## src/rtl/replicate_serializer.sv

```systemverilog
// Bit-serial transmitter: emits {N{pattern}} MSB-first, one bit per output handshake.
// Define REPLICATE_SERIALIZER_PARITY_EN to append an even-parity bit to every non-empty frame.
module replicate_serializer #(
  parameter int WIDTH = 4,
  parameter int CNT_W = 4
) (
  input  logic             clk,
  input  logic             rst_n,
  input  logic             in_valid,
  output logic             in_ready,
  input  logic [WIDTH-1:0] in_pattern,
  input  logic [CNT_W-1:0] in_count,
  output logic             out_valid,
  input  logic             out_ready,
  output logic             out_bit,
  output logic             out_last,
  output logic             busy
);

  localparam int IDX_W = (WIDTH > 1) ? $clog2(WIDTH) : 1;
  localparam logic [IDX_W-1:0] IDX_MAX = IDX_W'(WIDTH - 1);

  typedef enum logic [1:0] {
    S_IDLE   = 2'd0,
    S_SHIFT  = 2'd1,
    S_PARITY = 2'd2
  } state_t;

  state_t           state_q, state_d;
  logic [WIDTH-1:0] shift_q, shift_d;
  logic [WIDTH-1:0] hold_q, hold_d;
  logic [CNT_W-1:0] rep_q, rep_d;
  logic [IDX_W-1:0] idx_q, idx_d;
  logic             par_q, par_d;
  logic             last_data;

  always_ff @(posedge clk or negedge rst_n) begin
    if (!rst_n) begin
      state_q <= S_IDLE;
      shift_q <= '0;
      hold_q  <= '0;
      rep_q   <= '0;
      idx_q   <= '0;
      par_q   <= 1'b0;
    end else begin
      state_q <= state_d;
      shift_q <= shift_d;
      hold_q  <= hold_d;
      rep_q   <= rep_d;
      idx_q   <= idx_d;
      par_q   <= par_d;
    end
  end

  // Handshakes: a transfer happens on a rising edge where valid && ready.
  // Once out_valid is raised it stays high with out_bit/out_last stable until accepted.
  assign last_data = (rep_q == CNT_W'(1)) && (idx_q == '0);

  always_comb begin
    state_d   = state_q;
    shift_d   = shift_q;
    hold_d    = hold_q;
    rep_d     = rep_q;
    idx_d     = idx_q;
    par_d     = par_q;
    in_ready  = 1'b0;
    out_valid = 1'b0;
    out_bit   = 1'b0;
    out_last  = 1'b0;
    busy      = (state_q != S_IDLE);
    case (state_q)
      S_IDLE: begin
        in_ready = 1'b1;
        if (in_valid) begin
          shift_d = in_pattern;
          hold_d  = in_pattern;
          rep_d   = in_count;
          idx_d   = IDX_MAX;
          par_d   = 1'b0;
          // A zero count consumes the request without emitting anything.
          if (in_count != '0) state_d = S_SHIFT;
        end
      end
      S_SHIFT: begin
        out_valid = 1'b1;
        out_bit   = shift_q[WIDTH-1];
`ifndef REPLICATE_SERIALIZER_PARITY_EN
        out_last  = last_data;
`endif
        if (out_ready) begin
          par_d = par_q ^ shift_q[WIDTH-1];
          if (idx_q == '0) begin
            shift_d = hold_q;
            idx_d   = IDX_MAX;
            rep_d   = (rep_q == '0) ? '0 : rep_q - CNT_W'(1);
          end else begin
            shift_d = shift_q << 1;
            idx_d   = idx_q - IDX_W'(1);
          end
          if (last_data) begin
`ifdef REPLICATE_SERIALIZER_PARITY_EN
            state_d = S_PARITY;
`else
            state_d = S_IDLE;
`endif
          end
        end
      end
`ifdef REPLICATE_SERIALIZER_PARITY_EN
      S_PARITY: begin
        out_valid = 1'b1;
        out_bit   = par_q;
        out_last  = 1'b1;
        if (out_ready) state_d = S_IDLE;
      end
`endif
      default: state_d = S_IDLE;
    endcase
  end

endmodule

```

## config.mk

```make
export PLATFORM = sky130hd
export DESIGN_NAME = replicate_serializer
export DESIGN_NICKNAME = d
export VERILOG_FILES = /design/src/rtl/replicate_serializer.sv
export SDC_FILE = /design/constraint.sdc
export NUM_CORES = 1
export LEC_CHECK = 0
export CAP_MARGIN = 30
export CELL_PAD_IN_SITES_DETAIL_PLACEMENT = 1
export CELL_PAD_IN_SITES_GLOBAL_PLACEMENT = 1
export CORE_ASPECT_RATIO = 1.2
export CORE_UTILIZATION = 36
export DETAILED_ROUTE_END_ITERATION = 10
export HOLD_SLACK_MARGIN = 0.08
export PLACE_DENSITY = 0.73
export SETUP_SLACK_MARGIN = 0.05
export SYNTH_ARGS = -nofsm -noshare
export SYNTH_HDL_FRONTEND = slang
export SYNTH_SLANG_ARGS = --single-unit
```

## constraint.sdc

```tcl
create_clock -name clk -period 1.7 [get_ports clk]
set_input_delay 0.17 -clock clk [delete_from_list [all_inputs] [get_ports clk]]
set_output_delay 0.17 -clock clk [all_outputs]
set_load 0.005 [all_outputs]
```

**Yosys cells after proc, flatten, opt, wreduce, memory -nomap -nowiden**

Index checks and enable logic that the tools add are counted.

- Mux-type cells: 22
- Reductions and logical operators: 11
- Equal/unequal tests: 7
- Add/sub/neg operators: 2

Operators with widths:

| cell | count |
|---|---|
| $mux 4 | 7 |
| $pmux 4 s2 | 2 |
| $mux 2 | 7 |
| $ne 2x2->1 const B | 5 |
| $pmux 2 s2 | 2 |
| $reduce_and 4->1 | 2 |
| $eq 4x1->1 const B | 1 |
| $logic_not 2->1 | 2 |
| $logic_not 4->1 | 1 |
| $mux 1 | 4 |
| $reduce_bool 2->1 | 2 |
| $reduce_bool 4->1 | 1 |
| $sub 4x1->4 const B | 1 |
| $reduce_and 3->1 | 1 |
| $eq 2x1->1 const B | 1 |
| $reduce_and 2->1 | 1 |
| $sub 2x1->2 const B | 1 |
| $logic_and 1x1->1 | 1 |

- Register bits: 16

**Depth between registers and ports, before layout**

- Depth in word-level cells: 5
- Gate-level depth with buffers: 6
- Gate-level depth less buffers: 5

**Least setup slack after synthesis**

OpenSTA, ideal clock, no wires.

- Kind: register -> register
- From: reg idx_q[0]
- To: reg rep_q[2]
- Arrival: 1373 ps
- Path slack: 259 ps
- Data required time: 1631 ps
- Stages on the path, launching flop included: 7
- Clock period less this slack: 1441 ps
- Path buffers: 1
- Cell sequence: dfrtp_1 > inv_1 > ha_1 > buf_2 > nand3b_2 > or4_1 > nand3_1

- Longest elaborated chain between the ends: 3

RTL lines:

| item | RTL line | RTL |
|---|---|---|
| from (decl) | 33 | `logic [IDX_W-1:0] idx_q, idx_d;` |
| from (signal assigned) | 50 | `idx_q <= idx_d;` |
| $logic_not 2->1 | 92 | `if (idx_q == '0) begin` |
| $ne 2x2->1 (no source line) | n/a |  |
| $reduce_and 4->1 (no source line) | n/a |  |
| to (signal assigned) | 49 | `rep_q <= rep_d;` |
| to (decl) | 32 | `logic [CNT_W-1:0] rep_q, rep_d;` |

No other way between the ends.
A chain may end at the register's enable or synchronous reset.

**Final worst setup path**

- From: reg state_q[0]
- To: out out_bit

- Longest elaborated chain between the ends: 2

RTL lines:

| item | RTL line | RTL |
|---|---|---|
| from (decl) | 29 | `state_t state_q, state_d;` |
| from (signal assigned) | 46 | `state_q <= state_d;` |
| $eq 2x1->1 | 71 | `case (state_q)` |
| $mux 1 | 71 |  |
| to (decl) | 15 | `output logic out_bit,` |

No other way between the ends.

==> summary.md <==
| Metric | Value |
|---|---|
| Status | finished, final reports clean |
| Post-DRT Antenna Nets | 0 |
| Row Count | 18 |
| # Max-Cap Violations | 0 |
| Switch Pwr | 530 uW |
| Post-DR vias/cell | 5.18 |
| Minimum setup slack in the final design | 0.146 ns |
| Sw Share | 35.6% |
| Die width | 45.2 um |
| GRT Resource Usage Total | 22.4% |
| Final Skew | 0.00521 ns |
| Static leakage | 0.507 nW |
| Library cells used by synthesis | 30 |
| Sink count of the clock tree | 15 |
| Commonest cells after routing, fill and taps aside | sky130_fd_sc_hd__nand2_1 (18), sky130_fd_sc_hd__clkdlybuf4s50_1 (15), sky130_fd_sc_hd__dfrtp_1 (14) |
| Arrival time of data at the critical path endpoint | 1.38 ns |
| #FFs+latches synth | 15 |
| Nature of the critical path endpoint | output pin |
| Total count of max-transition violations in the final report | 0 |
| Ratio of final minimum period to clock period | 91.4% |
| Final core utilization | 52.3% |
| Part of the total power dissipated in sequential elements | 42.6% |
| DRC violations left | 0 |
| Number of failing setup endpoints in the final timing report | 0 |
| Detailed Routing Iterations Pass 1 | 4 |
| Number of instances in the synthesized netlist | 88 |
| Total vias in the final route | 741 |
| Peak supply drop | 0.691 mV |
| Area enclosed by the die boundary | 0.00243 sq mm |
| Endpoint required time on the critical path | 1.53 ns |
| Count of input and output buffers | 16 |
| Skew-Pair Late Insertion Delay | 0.28 ns |
| First-pass GRT wire length | 3790 um |
| Setup TNS | 0 ns |
| Power Density | 1360 mW/mm^2 |
| HPWL after detailed placement | 1570 um |
| Post-CTS clock slew at the launch and capture registers of the worst setup and hold paths | 0.10 ns |
| TritonCTS clock tree | built |
| Worst setup path category | reg -> out |
| Clock Tree Buf Depth | 2 |
| Number of DRC markers in iteration 0 | 8 |
| Core Area | 0.00209 sq mm |
| Post-Syn Area | 806 sq um |
| Shortest period the worst path allows | 1.55 ns |
| Placement Setup Slack | 0.111 ns |
| Clock root buffer master | sky130_fd_sc_hd__clkbuf_4 |
| Chip height | 53.8 um |
| Global placement routability congestion | 0.744 |
| Element type at the critical path start | flop |
| Initial antenna violation count | 0 |
| Share of synthesized registers carrying an async set or reset | 100% |
| Final hold violation count | 0 |
| Maximum achievable frequency | 643 MHz |
| Number of buffers created by CTS | 3 |
| CTS H-tree lvls | 1 |
| Hold Path Class | in -> async |
| Placed cell count | 137 |
| Maximum number of pins on one net before global-route repair | 16 |
| EDFF count, synth | 0 |
| Post-Synthesis Net Count | 101 |
| Final nets | 127 |
| Primary flip-flop cell chosen by synthesis mapping | sky130_fd_sc_hd__dfrtp_1 |
| Antenna diode instance count | 0 |
| Proportion of power drawn by combinational gates | 43.4% |
| Tightest Pin Transition | 0.404 ns |
| Area growth syn-to-layout | 36.0% |
| Post-Synthesis Mean Instance Area | 9.16 sq um |
| Unrepaired setup endpoints after global routing | no |
| Sequential-to-total area share from yosys stat | 46.6% |
| Aggregate routed wire length | 2140 um |
| Most common cell after layout, fill and taps aside | sky130_fd_sc_hd__nand2_1 |
| Via count of the first global-routing pass | 828 |
| Final Hold Slack | 0.195 ns |
| Internal power contribution | 957 uW |
| Critical path peak fanout | 9 |
| Boundary pin count | 17 |
| Fraction of layout cells with a size suffix above 1 | 23.0% |
| Remaining global-route overflow | 0 |
| Post-cts hold buffer count | 0 |
| Slew Limit Headroom | 72.9% |
| Number of standard cells in the final layout excluding fillers | 143 |
| Effective utilization at floorplan | 38.5% |
| Routed wire length per instance | 14.9 um |
| Ys Warns | 0 |
| Power share of the clock group | 14.0% |
## cells by family (layout without fill, tap and decap cells)
logic type               after synthesis  in the layout  synth area share, %
flip-flops                            15             15                 46.6
multiplexers                           5              5                 6.68
AO/OA/AOI/OAI                         17             17                 14.1
buffers and inverters                  9             34                 5.12
AND/OR/NAND/NOR                       41             41                 25.9
adder cells (fa/ha/maj)                1              1                 1.55
## per-layer routing
| metal | GRT usage, % | wire length (um) | vias up |
|---|---|---|---|
| met5 | 0 | 0 | - |
| met4 | 9.09 | 17 | 0 |
| met3 | 3.69 | 54 | 2 |
| met2 | 39.1 | 1100 | 13 |
| met1 | 27.0 | 960 | 366 |
| li1 | - | - | 360 |
## layout make-up
class	count	area (sq um)
Clock buffer	4	26.3
Fill cell	244	998
Inverter	4	15.0
Multi-Input combinational cell	64	407
Sequential cell	15	377
Tap cell	30	37.5
Timing Repair Buffer	26	234
## per-stage QoR
stage,power [mW],area [sq um]
after floorplan,0.966,806
final,1.49,1100
after CTS,1.49,1090
after global placement,1.15,1040
after global routing,1.63,1100
after detailed placement,1.20,1040
## synth_stat cells (2+ instances only)
master / n / area, sq um
sky130_fd_sc_hd__a22oi_1: 4 / 30.0
sky130_fd_sc_hd__a31oi_1: 2 / 12.5
sky130_fd_sc_hd__and2b_2: 2 / 17.5
sky130_fd_sc_hd__buf_2: 3 / 15.0
sky130_fd_sc_hd__dfrtp_1: 15 / 375
sky130_fd_sc_hd__inv_1: 4 / 15.0
sky130_fd_sc_hd__mux2_2: 3 / 33.8
sky130_fd_sc_hd__mux2i_1: 2 / 20.0
sky130_fd_sc_hd__nand2_1: 18 / 67.6
sky130_fd_sc_hd__nand3_1: 6 / 30.0
sky130_fd_sc_hd__nor2_1: 3 / 11.3
sky130_fd_sc_hd__nor2b_1: 2 / 12.5
sky130_fd_sc_hd__nor3_1: 3 / 15.0
sky130_fd_sc_hd__o21ai_0: 4 / 20.0
sky130_fd_sc_hd__or4_1: 2 / 15.0
## power groups by stage
stage | sequential (mW) | clock (mW) | combinational [mW]
2_1_floorplan | 0.607 | 0 | 0.359
3_3_place_gp | 0.622 | 0 | 0.532
3_5_place_dp | 0.639 | 0 | 0.562
4_1_cts | 0.626 | 0.219 | 0.645
5_1_grt | 0.655 | 0.239 | 0.741
6_report | 0.633 | 0.209 | 0.645
## registers in the layout, summed over array words and instances (netlist names)
register and cells:
idx_q 2, state_q 1, shift_q 4, hold_q 4, rep_q 4
## critical path, cell delays in order, from the launching register on
cell                              delay [ns]
sky130_fd_sc_hd__dfrtp_2                0.45
sky130_fd_sc_hd__and2_1                 0.15
sky130_fd_sc_hd__clkdlybuf4s50_1        0.50
## worst paths after layout
kind                                        start  slack, ns  depth (start not counted)                endpoint
min reg2reg                 hold_q[3]$_DFFE_PN0P_       0.49                          2   hold_q[3]$_DFFE_PN0P_
min                                         rst_n       0.20                          2  shift_q[2]$_DFFE_PN0P_
max reg2reg                  idx_q[1]$_DFFE_PN0P_       0.27                          5    rep_q[2]$_DFFE_PN0P_
min in group clk                    in_pattern[2]       0.44                          3   hold_q[2]$_DFFE_PN0P_
max in group asynchronous                   rst_n       1.30                          2  state_q[0]$_DFFE_PN0P_
max                        state_q[0]$_DFFE_PN0P_       0.15                          2                 out_bit
## repair_timing
| action | in CTS | in global routing |
|---|---|---|
| resized for setup | 6 | 2 |
| buffers inserted | 2 | 0 |
| setup endpoints to repair | 1 | 2 |
No activity file was read; power rests on OpenSTA's default activity.
